**config.mk**
```make
export PLATFORM = sky130hd
export DESIGN_NAME = game_state
export DESIGN_NICKNAME = d
export VERILOG_FILES = /design/src/rtl/game_state.sv
export SDC_FILE = /design/constraint.sdc
export NUM_CORES = 1
export LEC_CHECK = 0
export BUFFER_PORTS_ARGS = -buffer_cell sky130_fd_sc_hd__buf_2
export CAP_MARGIN = 20
export CORE_ASPECT_RATIO = 1.2
export CORE_MARGIN = 1.5
export CORE_UTILIZATION = 53
export CTS_CLUSTER_DIAMETER = 50
export DETAILED_ROUTE_END_ITERATION = 6
export MAX_ROUTING_LAYER = met4
export PLACE_DENSITY_LB_ADDON = 0.05
export SYNTH_ARGS = -nofsm -noshare
export SYNTH_HDL_FRONTEND = slang
export SYNTH_SLANG_ARGS = --single-unit
```
**constraint.sdc**
```tcl
create_clock -name clk -period 1.9 [get_ports clk]
set_input_delay 0.19 -clock clk [delete_from_list [all_inputs] [get_ports clk]]
set_output_delay 0.19 -clock clk [all_outputs]
set_load 0.02 [all_outputs]
```
**src/rtl/game_state.sv**
```systemverilog
// Game-flow controller: lives, survival score and invulnerability window, parking the bullet field while idle.
// Optional GAME_STATE_HISCORE_EN adds a hi_score register kept across games until reset.
module game_state #(
  parameter int START_LIVES   = 3,
  parameter int INVULN_FRAMES = 60,
  parameter int RESET_HOLD    = 524288,
  parameter int SCORE_WIDTH   = 16
) (
  input  logic                   clk,
  input  logic                   reset,
  input  logic                   frame_tick,
  input  logic                   hit_player,
  input  logic                   start_btn,
  output logic                   bullets_reset,
  output logic [3:0]             lives,
  output logic [SCORE_WIDTH-1:0] score,
  output logic                   invuln,
  output logic                   playing,
`ifdef GAME_STATE_HISCORE_EN
  output logic [SCORE_WIDTH-1:0] hi_score,
`endif
  output logic                   game_over
);

  localparam int HOLD_W = (RESET_HOLD > 1) ? $clog2(RESET_HOLD) : 1;
  localparam int INV_W  = $clog2(INVULN_FRAMES + 1);
  localparam logic [HOLD_W-1:0]      HOLD_LOAD  = HOLD_W'(RESET_HOLD - 1);
  localparam logic [INV_W-1:0]       INV_LOAD   = INV_W'(INVULN_FRAMES);
  localparam logic [3:0]             LIVES_LOAD = 4'(START_LIVES);
  localparam logic [SCORE_WIDTH-1:0] SCORE_MAX  = '1;

  typedef enum logic [2:0] {ST_IDLE, ST_ARM, ST_PLAY, ST_HIT, ST_OVER} state_e;

  state_e                 state_q, state_d;
  logic [HOLD_W-1:0]      hold_ctr_q, hold_ctr_d;
  logic [INV_W-1:0]       inv_ctr_q, inv_ctr_d;
  logic [3:0]             lives_q, lives_d;
  logic [SCORE_WIDTH-1:0] score_q, score_d;
  logic                   start_prev_q, start_prev_d;
  logic                   bullets_reset_q, bullets_reset_d;
  logic                   invuln_q, invuln_d;
  logic                   playing_q, playing_d;
  logic                   game_over_q, game_over_d;
  logic                   start_rise;
  logic                   score_inc;
`ifdef GAME_STATE_HISCORE_EN
  logic [SCORE_WIDTH-1:0] hi_score_q, hi_score_d;
`endif

  assign start_rise = start_btn & ~start_prev_q;
  assign score_inc  = frame_tick && (score_q != SCORE_MAX);

  always_comb begin
    state_d      = state_q;
    hold_ctr_d   = hold_ctr_q;
    inv_ctr_d    = inv_ctr_q;
    lives_d      = lives_q;
    score_d      = score_q;
    start_prev_d = start_btn;
`ifdef GAME_STATE_HISCORE_EN
    hi_score_d   = hi_score_q;
`endif
    case (state_q)
      ST_IDLE: begin
        lives_d = LIVES_LOAD;
        score_d = '0;
        if (start_rise) begin
          state_d    = ST_ARM;
          hold_ctr_d = HOLD_LOAD;
        end
      end
      ST_ARM: begin
        if (hold_ctr_q == '0) state_d = ST_PLAY;
        else                  hold_ctr_d = hold_ctr_q - HOLD_W'(1);
      end
      ST_PLAY: begin
        if (score_inc) score_d = score_q + SCORE_WIDTH'(1);
        if (hit_player) begin
          if (lives_q == 4'd1) begin
            lives_d = 4'd0;
            state_d = ST_OVER;
`ifdef GAME_STATE_HISCORE_EN
            // score_d already includes a same-cycle tick, so this is the final score
            if (score_d > hi_score_q) hi_score_d = score_d;
`endif
          end else begin
            lives_d   = lives_q - 4'd1;
            inv_ctr_d = INV_LOAD;
            state_d   = ST_HIT;
          end
        end
      end
      ST_HIT: begin
        if (score_inc) score_d = score_q + SCORE_WIDTH'(1);
        if (frame_tick) begin
          inv_ctr_d = inv_ctr_q - INV_W'(1);
          if (inv_ctr_q == INV_W'(1)) state_d = ST_PLAY;
        end
      end
      ST_OVER: begin
        if (start_rise) begin
          state_d    = ST_ARM;
          hold_ctr_d = HOLD_LOAD;
          lives_d    = LIVES_LOAD;
          score_d    = '0;
        end
      end
      default: state_d = ST_IDLE;
    endcase

    // Status flags are registered copies of the next state's decode.
    bullets_reset_d = (state_d == ST_IDLE) || (state_d == ST_ARM) || (state_d == ST_OVER);
    invuln_d        = (state_d == ST_HIT);
    playing_d       = (state_d == ST_PLAY) || (state_d == ST_HIT);
    game_over_d     = (state_d == ST_OVER);
  end

  always_ff @(posedge clk) begin
    if (reset) begin
      state_q         <= ST_IDLE;
      hold_ctr_q      <= '0;
      inv_ctr_q       <= '0;
      lives_q         <= LIVES_LOAD;
      score_q         <= '0;
      start_prev_q    <= 1'b1;
      bullets_reset_q <= 1'b1;
      invuln_q        <= 1'b0;
      playing_q       <= 1'b0;
      game_over_q     <= 1'b0;
`ifdef GAME_STATE_HISCORE_EN
      hi_score_q      <= '0;
`endif
    end else begin
      state_q         <= state_d;
      hold_ctr_q      <= hold_ctr_d;
      inv_ctr_q       <= inv_ctr_d;
      lives_q         <= lives_d;
      score_q         <= score_d;
      start_prev_q    <= start_prev_d;
      bullets_reset_q <= bullets_reset_d;
      invuln_q        <= invuln_d;
      playing_q       <= playing_d;
      game_over_q     <= game_over_d;
`ifdef GAME_STATE_HISCORE_EN
      hi_score_q      <= hi_score_d;
`endif
    end
  end

  assign bullets_reset = bullets_reset_q;
  assign lives         = lives_q;
  assign score         = score_q;
  assign invuln        = invuln_q;
  assign playing       = playing_q;
  assign game_over     = game_over_q;
`ifdef GAME_STATE_HISCORE_EN
  assign hi_score      = hi_score_q;
`endif

endmodule

```
# [After elaboration in Yosys (flattened, before gate mapping)]
# Cells that the tools add are included.
[totals] elab_cells=72 input_bits=5 register_bits=53
[classes] n_mux=21 n_addsub=4 n_eq_ne=18 bitwise_logic=2 n_reduce_logical=17
[ops] op="$pmux 16 s3" n=1
[ops] op="$mux 19" n=2
[ops] op="$pmux 19 s2" n=1
[ops] op="$mux 16" n=2
[ops] op="$logic_not 19->1" n=1
[ops] op="$sub 19x1->19 const B" n=1
[ops] op="$mux 3" n=6
[ops] op="$mux 6" n=3
[ops] op="$add 16x1->16 const B" n=1
[ops] op="$ne 16x16->1 const B" n=1
[ops] op="$eq 3x2->1 const B" n=4
[ops] op="$mux 4" n=3
[ops] op="$pmux 3 s4" n=1
[ops] op="$pmux 4 s3" n=1
[ops] op="$pmux 6 s2" n=1
[ops] op="$ne 2x2->1 const B" n=5
[ops] op="$reduce_and 3->1" n=3
[ops] op="$eq 3x1->1 const B" n=2
[ops] op="$eq 3x3->1 const B" n=2
[ops] op="$eq 6x1->1 const B" n=1
[ops] op="$logic_not 3->1" n=2
[ops] op="$reduce_bool 3->1" n=2
[ops] op="$sub 6x1->6 const B" n=1
[ops] op="$eq 4x1->1 const B" n=1
[ops] op="other kinds (9)" n=14

# [Depth between registers and ports, before layout]
[logic_depth] depth_word=7 ltp_mapped=8

# [Worst setup path before layout]
# Ideal clock, no wire load.
[synth_path] kind="register to register" start="register hold_ctr_q[3]" end="register hold_ctr_q[13]" stages_incl_launch_ff=7 arrival_time_ns=1.922 required_time_ns=1.780 setup_ns=0.120 n_path_buf=1 setup_slack_ns=-0.142 period_less_slack_ns=2.042 cell_sequence="dfxtp_1 or4_4 or3_1 buf_6 nor4_4 a41o_1 nor2_1"
[synth_between] elab_chain_len=3 elab_cells_between_ends=6
[synth_lines] item="from (decl)" line="35" rtl="logic [HOLD_W-1:0] hold_ctr_q, hold_ctr_d;"
[synth_lines] item="from (signal assigned)" line="135" rtl="hold_ctr_q <= hold_ctr_d;"
[synth_lines] item="$sub 19x1->19 or $logic_not 19->1 (tied branches)" line="74, 73"
[synth_lines] item="$mux 19 or $ne 2x2->1 (tied branches)"
[synth_lines] item="$pmux 19 s2 or $reduce_and 3->1 (tied branches)"
# Parallel ways exist; a longest one is shown, timed or not. The select of a mux whose other input is x is not followed.
# A chain may end at the register's enable or synchronous reset.

# [Final worst setup path]
[layout_path] start="register hold_ctr_q[5]" end="register hold_ctr_q[15]"
# Same word-level chain as after synthesis.

==> out/results.ini <==
[final_layout]
nets = 415
final_common_cell = buf_4
mostFrequentLayoutCells = buf_4, dfxtp_1, a21oi_1
postLayoutCoreUtil = 0.726
fillers = 396
diodes = 0
area_growth_pct = 30.5
final_cell_area_sq_um = 3610
drive_above_1_share = 0.319

[die]
die_w_um = 68.9
fp.dieH_um = 82.1
core_sq_um = 4970
die_area_sq_um = 5660
rows = 28
initial_core_util = 0.556
ios = 29

[place]
placed_cell_area_sq_um = 3270
place.gp.congestion = 0.783
dpl.hpwl_um = 4640
dp_slack_ns = -0.133
port_buffers = 28

[worst_setup_path]
worst-path-max-fanout = 6
crit_arrival_ns = 2.17
cp_slowest_stage_delay_ns = 0.54
rr_endpoint = hold_ctr_q[15]
r2r_cells = 5
required_ns = 2.10
start_kind = register
critPathTopFamily = simple AND/OR/NAND/NOR gates
path_buf_inv = 0
rrSetupSlack_ns = -0.06
crit_path_end_kind = register
slowest_stage = or4_4
path_class = register to register
rr_startpoint = hold_ctr_q[5]
path_cells = or4_4 -> or3_4 -> nor4_4 -> a41o_1 -> nor2_1

[hold_path]
hp-class = input pin to register
hold_path_end = start_prev_q
min_from = start_btn
min_path_cells = 2

[logic_synthesis]
synth_area_sq_um = 2770
synth_edf_count = 0
synth-seq-area-share = 0.384
syn_inst = 333
yosys.area.top_type = dfxtp_1
synthFlopType = dfxtp_1
synthSimpleGateAreaFrac = 0.311
synth-adder-area-share = 0.0317
synth_area_leaders = dfxtp_1, a21oi_1, nor2_1, ha_1, nand2_1
synth_compound_area_frac = 0.190
syn_nets = 345
yosysTopAreaCellShare = 0.384
synth_top_family_by_area = simple AND/OR/NAND/NOR gates
synth-seq-cells = 53
synth_mux_area_frac = 0.00724
synth_cell_types = 53
async_reset_ff_frac = 0
synth_xor_area_frac = 0.0380
syn_area_per_cell_sq_um = 8.30
yosys_warnings = 0

[sta]
min_period_ns = 1.96
worstMarginPinSlew_ns = 0.470
relSlewSlack = 0.687
maxClockFrequency_mhz = 509
finalHoldViolations = 0
slew_violations = 0
rsz0062_at_grt = yes
period_share = 1.03
fin_ws_ns = -0.0636
fin_skew_ns = 0.00832
setup_viol = 8

[global_routing]
grt_max_degree = 47
grt_pass1_vias = 2490
gr-total-overflow = 0
grt_pass1_wl_um = 11200
grtUsageTotal = 0.266
antenna_found_initial = 0

[clocking]
cts_buffers = 5
cts_tree = built
clock_latency_ns = 0.31
cts.path.max_buffers = 2
clk_pin_slew_ns = 0.10
h-tree-depth = 2
cts_sinks = 53
cts_root_buf = clkbuf_8

[pwr]
p_leak_nw = 1.38
peakVddDrop_uv = 665
p_per_area_nw_per_um2 = 764
fin_total_pwr_w = 0.00276

[drt]
drt_wl_total_um = 6930
drc_errors = 0
dr.pass1.iters = 4
avgViaCountPerCell = 5.89
final_antenna_net_count = 0
wl_per_cell_um = 14.9
drtIter0Drc = 135
vias = 2735

[run]
drv_cap = 0

[outcome]
violations = negative setup slack
outcome = complete, but fails checks

per-layer routing:
metal,GRT usage,vias to the layer above,routed length [um]
li1,-,1363,-
met1,0.304,1305,2960
met2,0.477,61,3670
met3,0.0379,6,221
met4,0.0745,0,74
met5,-,-,0
worst max path at each step:
stage	depth (start not counted)	to	slack, ns	start
floorplan	6	hold_ctr_q[13]	-0.04	hold_ctr_q[5]
global placement	6	hold_ctr_q[15]	-0.10	hold_ctr_q[5]
detailed placement	6	hold_ctr_q[15]	-0.13	hold_ctr_q[5]
CTS	6	hold_ctr_q[15]	-0.14	hold_ctr_q[5]
global route	5	hold_ctr_q[13]	-0.13	hold_ctr_q[5]
finish	5	hold_ctr_q[15]	-0.06	hold_ctr_q[5]
report_power, final:
group          switching, W  internal [W]
registers         0.0000445       0.00116
clock network      0.000384      0.000524
logic              0.000349      0.000292
total              0.000778       0.00198
registers in the layout, summed over array words and instances (netlist names):
| register | cells |
|---|---|
| inv_ctr_q | 6 |
| start_prev_q | 1 |
| state_q | 3 |
| score | 16 |
| hold_ctr_q | 19 |
| playing | 1 |
| bullets_reset | 1 |
| game_over | 1 |
| lives | 4 |
| invuln | 1 |
logic make-up after synthesis:
kind of cell,after synthesis
and+or+nand+nor,147
AOI/OAI and AO/OA,86
DFF,53
buffers and inverters,26
xor gates and xnor gates,12
adders and majority gates,7
muxes,2
worst register-to-register path: stages (launching register included):
cell     delay [ns]
dfxtp_2        0.33
or4_4          0.54
or3_4          0.41
nor4_4         0.34
a41o_1         0.20
nor2_1         0.04
final cells by class:
class | instances | area (sq um) | share of cell area
clock buffers | 5 | 68.8 | 0.0191
repair buffers | 79 | 531 | 0.147
clock inverters | 3 | 65.1 | 0.0180
well taps | 60 | 75.1 | 0.0208
flip-flops and latches | 53 | 1070 | 0.296
inverters | 10 | 37.5 | 0.0104
multi-input cells | 254 | 1760 | 0.489
repair_timing:
item / 4_1_cts / 5_1_grt
hold endpoints to repair: 0 / 0
setup buffers: 7 / 0
pin swaps: 11 / 16
resized for setup: 20 / 20
hold buffers: 0 / 0
endpoints found under the setup margin: 15 / 26
per-stage QoR:
stage	hold slack (ns)	setup TNS, ns	std cells
after CTS	0.0793	-0.696	465
after detailed placement	0.408	-0.764	450
after global routing	0.0817	-0.882	464
after global placement	0.410	-0.437	450
final	0.0821	-0.245	464
after floorplan	0.297	-0.0921	333
Yosys cell counts, types with 2 or more instances:
cell,count
nor2b_1,4
nor3_1,13
nand2b_1,6
o211ai_1,2
nor3b_1,3
nor4_4,2
o21ai_0,15
ha_1,7
o22ai_1,3
nand3b_1,3
o2111ai_1,2
nand3_1,10
xnor2_1,7
dfxtp_1,53
a211oi_1,6
nor4_1,6
or4_1,9
nand4_1,5
a41o_1,2
or2_1,2
nand4b_1,4
and4_1,2
a211o_1,2
nor2_1,31
nand2_1,23
mux2i_1,2
or2_2,5
and3_1,2
clkbuf_1,14
xor2_1,5
inv_1,10
or3_1,7
a21oi_1,37
o31ai_1,6
nor4_2,3
a31oi_1,3
Power figures use the tool's default switching activity.
